<file path="src/rtl/nibble_pkg.sv">
// Shared definitions for the nibble packer.
//   NIB_W   : width of one upstream FIFO entry (4 bits)
//   BYTE_W  : width of one packed output byte (8 bits)
//   state_t : packer FSM states
//     S_LO  - awaiting the first nibble of a byte
//     S_HI  - awaiting the second nibble
//     S_OUT - a byte is held with out_valid=1
package nibble_pkg;

    localparam int NIB_W  = 4;
    localparam int BYTE_W = 8;

    typedef enum logic [1:0] {
        S_LO  = 2'd0,
        S_HI  = 2'd1,
        S_OUT = 2'd2
    } state_t;

endpackage

</file>
<file path="src/rtl/nibble_packer.sv">
// nibble_packer: pops 4-bit nibbles from a show-ahead FIFO and packs them
// pairwise into bytes presented on a valid/ready output port.
//
// Parameters
//   HI_FIRST : 0 = first nibble lands in out_data[3:0], 1 = in out_data[7:4]
//   CNT_W    : width of byte_count
// Ports
//   clk          : clock, rising edge
//   rstN         : asynchronous active-low reset
//   fifo_empty   : upstream FIFO empty flag
//   fifo_data    : upstream show-ahead data (valid while fifo_empty=0)
//   fifo_rd_en   : pop request; fifo_data is consumed in the same cycle
//   flush        : emit a pending half byte, zero padded
//   out_valid    : byte available on out_data
//   out_ready    : downstream accepts the byte
//   out_data     : packed byte
//   out_parity   : XOR of out_data
//   out_partial  : byte came from a flush (second slot is padding)
//   byte_count   : number of accepted output bytes (wraps)
module nibble_packer
    import nibble_pkg::*;
#(
    parameter bit HI_FIRST = 1'b0,
    parameter int CNT_W    = 8
) (
    input  logic                clk,
    input  logic                rstN,
    input  logic                fifo_empty,
    input  logic [NIB_W-1:0]    fifo_data,
    output logic                fifo_rd_en,
    input  logic                flush,
    output logic                out_valid,
    input  logic                out_ready,
    output logic [BYTE_W-1:0]   out_data,
    output logic                out_parity,
    output logic                out_partial,
    output logic [CNT_W-1:0]    byte_count
);

    state_t              state_reg;
    logic [NIB_W-1:0]    first_slot_reg;
    logic                out_valid_reg;
    logic [BYTE_W-1:0]   out_data_reg;
    logic                out_parity_reg;
    logic                out_partial_reg;
    logic [CNT_W-1:0]    byte_count_reg;

    logic                handshake;
    logic [BYTE_W-1:0]   full_byte;
    logic [BYTE_W-1:0]   flush_byte;

    // Popping is also blocked while reset is held so the FIFO never loses a
    // nibble to a packer that is about to discard it.
    assign fifo_rd_en = rstN && !fifo_empty &&
                        ((state_reg == S_LO) || (state_reg == S_HI) ||
                         ((state_reg == S_OUT) && out_ready));

    assign handshake = out_valid_reg && out_ready;

    // The second slot is never stored separately: it goes straight from
    // fifo_data into the registered output byte.
    assign full_byte  = HI_FIRST ? {first_slot_reg, fifo_data}
                                 : {fifo_data, first_slot_reg};
    assign flush_byte = HI_FIRST ? {first_slot_reg, {NIB_W{1'b0}}}
                                 : {{NIB_W{1'b0}}, first_slot_reg};

    always_ff @(posedge clk or negedge rstN) begin
        if (!rstN) begin
            state_reg       <= S_LO;
            first_slot_reg  <= '0;
            out_valid_reg   <= 1'b0;
            out_data_reg    <= '0;
            out_parity_reg  <= 1'b0;
            out_partial_reg <= 1'b0;
            byte_count_reg  <= '0;
        end else begin
            if (handshake) begin
                byte_count_reg <= byte_count_reg + CNT_W'(1);
            end

            case (state_reg)
                S_LO: begin
                    if (fifo_rd_en) begin
                        first_slot_reg <= fifo_data;
                        state_reg      <= S_HI;
                    end
                end

                S_HI: begin
                    // A real nibble always wins over flush.
                    if (fifo_rd_en) begin
                        out_data_reg    <= full_byte;
                        out_parity_reg  <= ^full_byte;
                        out_partial_reg <= 1'b0;
                        out_valid_reg   <= 1'b1;
                        state_reg       <= S_OUT;
                    end else if (flush) begin
                        out_data_reg    <= flush_byte;
                        out_parity_reg  <= ^flush_byte;
                        out_partial_reg <= 1'b1;
                        out_valid_reg   <= 1'b1;
                        state_reg       <= S_OUT;
                    end
                end

                S_OUT: begin
                    if (handshake) begin
                        out_valid_reg <= 1'b0;
                        // Popping during the handshake starts the next byte
                        // without a bubble cycle.
                        if (fifo_rd_en) begin
                            first_slot_reg <= fifo_data;
                            state_reg      <= S_HI;
                        end else begin
                            state_reg <= S_LO;
                        end
                    end
                end

                default: begin
                    out_valid_reg <= 1'b0;
                    state_reg     <= S_LO;
                end
            endcase
        end
    end

    assign out_valid   = out_valid_reg;
    assign out_data    = out_data_reg;
    assign out_parity  = out_parity_reg;
    assign out_partial = out_partial_reg;
    assign byte_count  = byte_count_reg;

endmodule

</file>
<file path="config.mk">
export PLATFORM = sky130hd
export DESIGN_NAME = nibble_packer
export DESIGN_NICKNAME = d
export VERILOG_FILES = /design/src/rtl/nibble_pkg.sv /design/src/rtl/nibble_packer.sv
export SDC_FILE = /design/constraint.sdc
export NUM_CORES = 1
export LEC_CHECK = 0
export BUFFER_PORTS_ARGS = -buffer_cell sky130_fd_sc_hd__buf_4
export CAP_MARGIN = 10
export CORE_MARGIN = 3
export CORE_UTILIZATION = 36
export CTS_BUF_LIST = sky130_fd_sc_hd__clkbuf_4 sky130_fd_sc_hd__clkbuf_8
export DETAILED_ROUTE_END_ITERATION = 8
export PLACE_DENSITY = 0.62
export SYNTH_ARGS = -nofsm -noshare
export SYNTH_HDL_FRONTEND = slang
export SYNTH_SLANG_ARGS = --single-unit
export TNS_END_PERCENT = 100
</file>
<file path="constraint.sdc">
create_clock -name clk -period 1.4 [get_ports clk]
set_clock_uncertainty 0.1 [all_clocks]
set_input_delay 0.35 -clock clk [delete_from_list [all_inputs] [get_ports clk]]
set_output_delay 0.35 -clock clk [all_outputs]
set_load 0.02 [all_outputs]
</file>
==> metrics.md <==
| Metric | Value |
|---|---|
| Crit path max fanout | `2` |
| Share of cells above drive strength 1 | `0.465` |
| Avg Inst Size Synth | `11.6 µm²` |
| Min-delay src | `fifo_data[1]` |
| Most used standard cells in the synthesized netlist | `sky130_fd_sc_hd__dfrtp_1 (25), sky130_fd_sc_hd__nand2_1 (17), sky130_fd_sc_hd__xnor2_1 (9)` |
| Die width | `60.7 µm` |
| Post-DRT Antenna Nets | `0` |
| Post-synth net total | `103` |
| Clock buffer count from CTS | `3` |
| Average detailed-routed wire length per instance | `13.3 µm` |
| Placer's final routability congestion estimate | `0.777` |
| Final count of hold timing violations | `0` |
| CP startpoint kind | `register` |
| Combined global-route utilization of all metal layers | `0.138` |
| HPWL after detailed placement | `1620 µm` |
| Die outline area | `3690 µm²` |
| Total power divided by cell area | `2100 nW/µm²` |
| IO Port Bufs | `28` |
| Clock Pin Slew Worst Setup and Hold Paths | `0.14 ns` |
| Worst Max-Slew Pin Slew | `0.307 ns` |
| Floorplan die height | `60.7 µm` |
| Cell depth of the worst min-delay path | `2` |
| Reg area | `627 µm²` |
| FF-to-FF Start | `out_valid$_DFFE_PN0P_` |
| Final instance area | `1580 µm²` |
| Net total in the final layout | `155` |
| Via count of the first global-routing pass | `823` |
| Category of cells accounting for the largest share of critical-path delay | `flip-flops` |
| Total number of yosys warnings | `0` |
| Area used by multi-input combinational logic | `493 µm²` |
| Io pins | `29` |
| Area share of the largest cell type after synthesis | `0.581` |
| Top post-synthesis cells by area | `sky130_fd_sc_hd__dfrtp_1 (58%), sky130_fd_sc_hd__xnor2_1 (7.3%), sky130_fd_sc_hd__nand2_1 (5.9%)` |
| Vias post-DR | `848` |
| Number of detailed-routing iterations run before antenna repair | `4` |
| Sum of overflow across all layers after global routing | `0` |
| Final cell utilization of the core | `0.564` |
| CTS tree | `built` |
| Maximum level of the CTS H-tree | `1` |
| Detailed-route vias per instance | `4.85` |
| Worst rel slew slack | `0.795` |
| Combinational fraction of design power | `0.521` |
| EDFF count, synth | `0` |
| Cell with the most instances after synthesis | `sky130_fd_sc_hd__dfrtp_1` |
| Drt initial violations | `18` |
| Sort of element at the end of the critical path | `primary output` |
| Root Buffer | `sky130_fd_sc_hd__clkbuf_4` |
| Max-cap violations | `0` |
| Outcome | `complete, but fails checks` |
| Count of placed standard cells in the final layout, fillers left out | `175` |
| Register area share after synthesis | `0.581` |
| Dpl cell area | `1390 µm²` |
| FFs w/ async S/R, synth | `1.00` |
| Final setup violation count | `2` |
| Fin Setup TNS | `-0.239 ns` |
| Delay contributed by the slowest stage of the critical path | `0.41 ns` |
| Pin count of the biggest net entering global routing | `26` |
| Worst path required time | `0.95 ns` |
| Proportion of power drawn by flip-flops and latches | `0.382` |
| Leakage power figure | `0.000786 µW` |
| Wire length of the first global-routing pass | `3730 µm` |
| Post-Route WL | `2330 µm` |
| Reg2Reg Setup Slack | `0.01 ns` |
| Antenna violations before repair | `0` |
| Number of design rule violations left after detail routing | `0` |
| HP Class | `primary input to register` |
| Core Rows | `19` |
| Cell taking the most area after synthesis | `sky130_fd_sc_hd__dfrtp_1` |
| Category of the most critical setup path | `register to primary output` |
| Chain of cells forming the critical path | `nand2b_4, a21oi_4, buf_6` |
| Cell-internal power | `2050 µW` |
| Peak supply drop | `0.952 mV` |
| P_sw | `1270 µW` |
| Cell variety after synth | `22` |
| Min cycle time layout | `1.62 ns` |
| Unrepaired setup endpoints after global routing | `yes` |
| Area grow syn2layout | `46.9%` |
| Endpoint of the worst hold path | `out_data[5]$_DFFE_PN0P_` |
| Critical path buffer and inverter count | `1` |
| Number of fill cells in the layout | `249` |
| Area of the core | `2810 µm²` |
| Clock latency reported for the late side of the worst-skew pair | `0.31 ns` |
| Starting density of the core | `0.384` |
| Placed cell count | `160` |
| Cells after Synth | `93` |
| Violations in the final reports | `negative setup slack` |
| Sinks on the clock net | `25` |
| RR Endpoint | `first_slot_reg[2]$_DFFE_PN0P_` |
| Worst reg2reg path depth | `5` |
| Most frequently used flop master after synthesis | `sky130_fd_sc_hd__dfrtp_1` |
| Master of the slowest instance on the critical path | `sky130_fd_sc_hd__dfrtp_1` |
| Net Sw Frac | `0.382` |
| CP arrival | `1.17 ns` |
| Total count of max-transition violations in the final report | `0` |
| Maximum frequency from static timing analysis | `619 MHz` |
| Period utilization | `1.15` |
| FF+latch count, synth | `25` |
| Diodes inserted | `0` |
| Clock network fraction of total power | `0.097` |
| Worst-case clock buffer depth | `2` |
| Minimum setup slack in the final design | `-0.215 ns` |
| Mapped Area | `1080 µm²` |
kinds of logic (layout without fill, tap and decap cells):
logic type,after synthesis,after routing,share of synthesized area
XOR/XNOR,13,13,0.106
AO/OA/AOI/OAI,13,13,0.0906
AND/OR/NAND/NOR,34,34,0.149
buffers and inverters,2,53,0.0105
flip-flops,25,25,0.581
adder cells (fa/ha/maj),1,1,0.0116
multiplexers,5,5,0.0523
what timing repair did:
action | CTS | global route
buffers inserted | 4 | 8
hold endpoints to repair | 25 | 0
endpoints found under the setup margin | 4 | 23
hold buffers | 1 | 0
resized for setup | 10 | 11
gates cloned | 0 | 0
pin swaps | 2 | 2
worst register-to-register path, cell delays in order (launching register included):
cell and delay (ns):
sky130_fd_sc_hd__dfrtp_1 0.42, sky130_fd_sc_hd__buf_4 0.15, sky130_fd_sc_hd__nand2_1 0.08, sky130_fd_sc_hd__nand2_1 0.11
sky130_fd_sc_hd__nand2_4 0.11, sky130_fd_sc_hd__mux2_2 0.33
final cells by class:
type,count,share of cell area
Sequential cell,25,0.396
Clock buffer,3,0.0142
Clock inverter,1,0.00316
Multi-Input combinational cell,66,0.311
Timing Repair Buffer,48,0.248
Tap cell,31,0.0245
Inverter,1,0.00237
power by group through the flow:
stage | Sequential [µW] | Clock, µW | Combinational (µW)
finish | 1270 | 323 | 1730
global route | 1310 | 370 | 1880
CTS | 1260 | 334 | 1600
detailed placement | 1300 | 0 | 1430
global placement | 1290 | 0 | 1400
floorplan | 1540 | 0 | 574
worst max path at each step:
stage,endpoint,slack [ns],start,cells past startpoint
2_1_floorplan,first_slot_reg[2]$_DFFE_PN0P_,0.01,out_valid$_DFFE_PN0P_,4
3_3_place_gp,out_data[7]$_DFFE_PN0P_,-0.07,fifo_empty,4
3_5_place_dp,out_data[7]$_DFFE_PN0P_,-0.1,fifo_empty,4
4_1_cts,fifo_rd_en,-0.22,state_reg[0]$_DFFE_PN0P_,3
5_1_grt,fifo_rd_en,-0.29,state_reg[0]$_DFFE_PN0P_,3
6_report,fifo_rd_en,-0.22,state_reg[0]$_DFFE_PN0P_,3
layout by cell type (no fill, tap or decap), drive strengths merged, types with 2 or more instances in the layout:
cell    count
mux2        5
nand2      17
nor2        5
buf        47
o21ai       2
clkbuf      3
and3        5
dfrtp      25
a21oi       4
a22o        4
xnor2       9
xor2        4
nand3       4
nand2b      3
metrics by stage:
stage | total power, µW | setup slack (ns) | hold WS [ns]
global route | 3560 | -0.295 | 0.148
CTS | 3200 | -0.219 | 0.155
finish | 3320 | -0.215 | 0.171
detailed placement | 2730 | -0.0979 | 0.301
global placement | 2690 | -0.0726 | 0.299
floorplan | 2120 | 0.0107 | -0.0456
per-layer routing:
metal / share of wire / vias to the layer above / global-route usage
met2: 0.51 / 10 / 0.221
li1: - / 420 / -
met4: 0.0090 / 0 / 0.0650
met5: 0 / - / 0
met3: 0.024 / 2 / 0.0213
met1: 0.46 / 416 / 0.182
(Power assumes the default switching activity.)
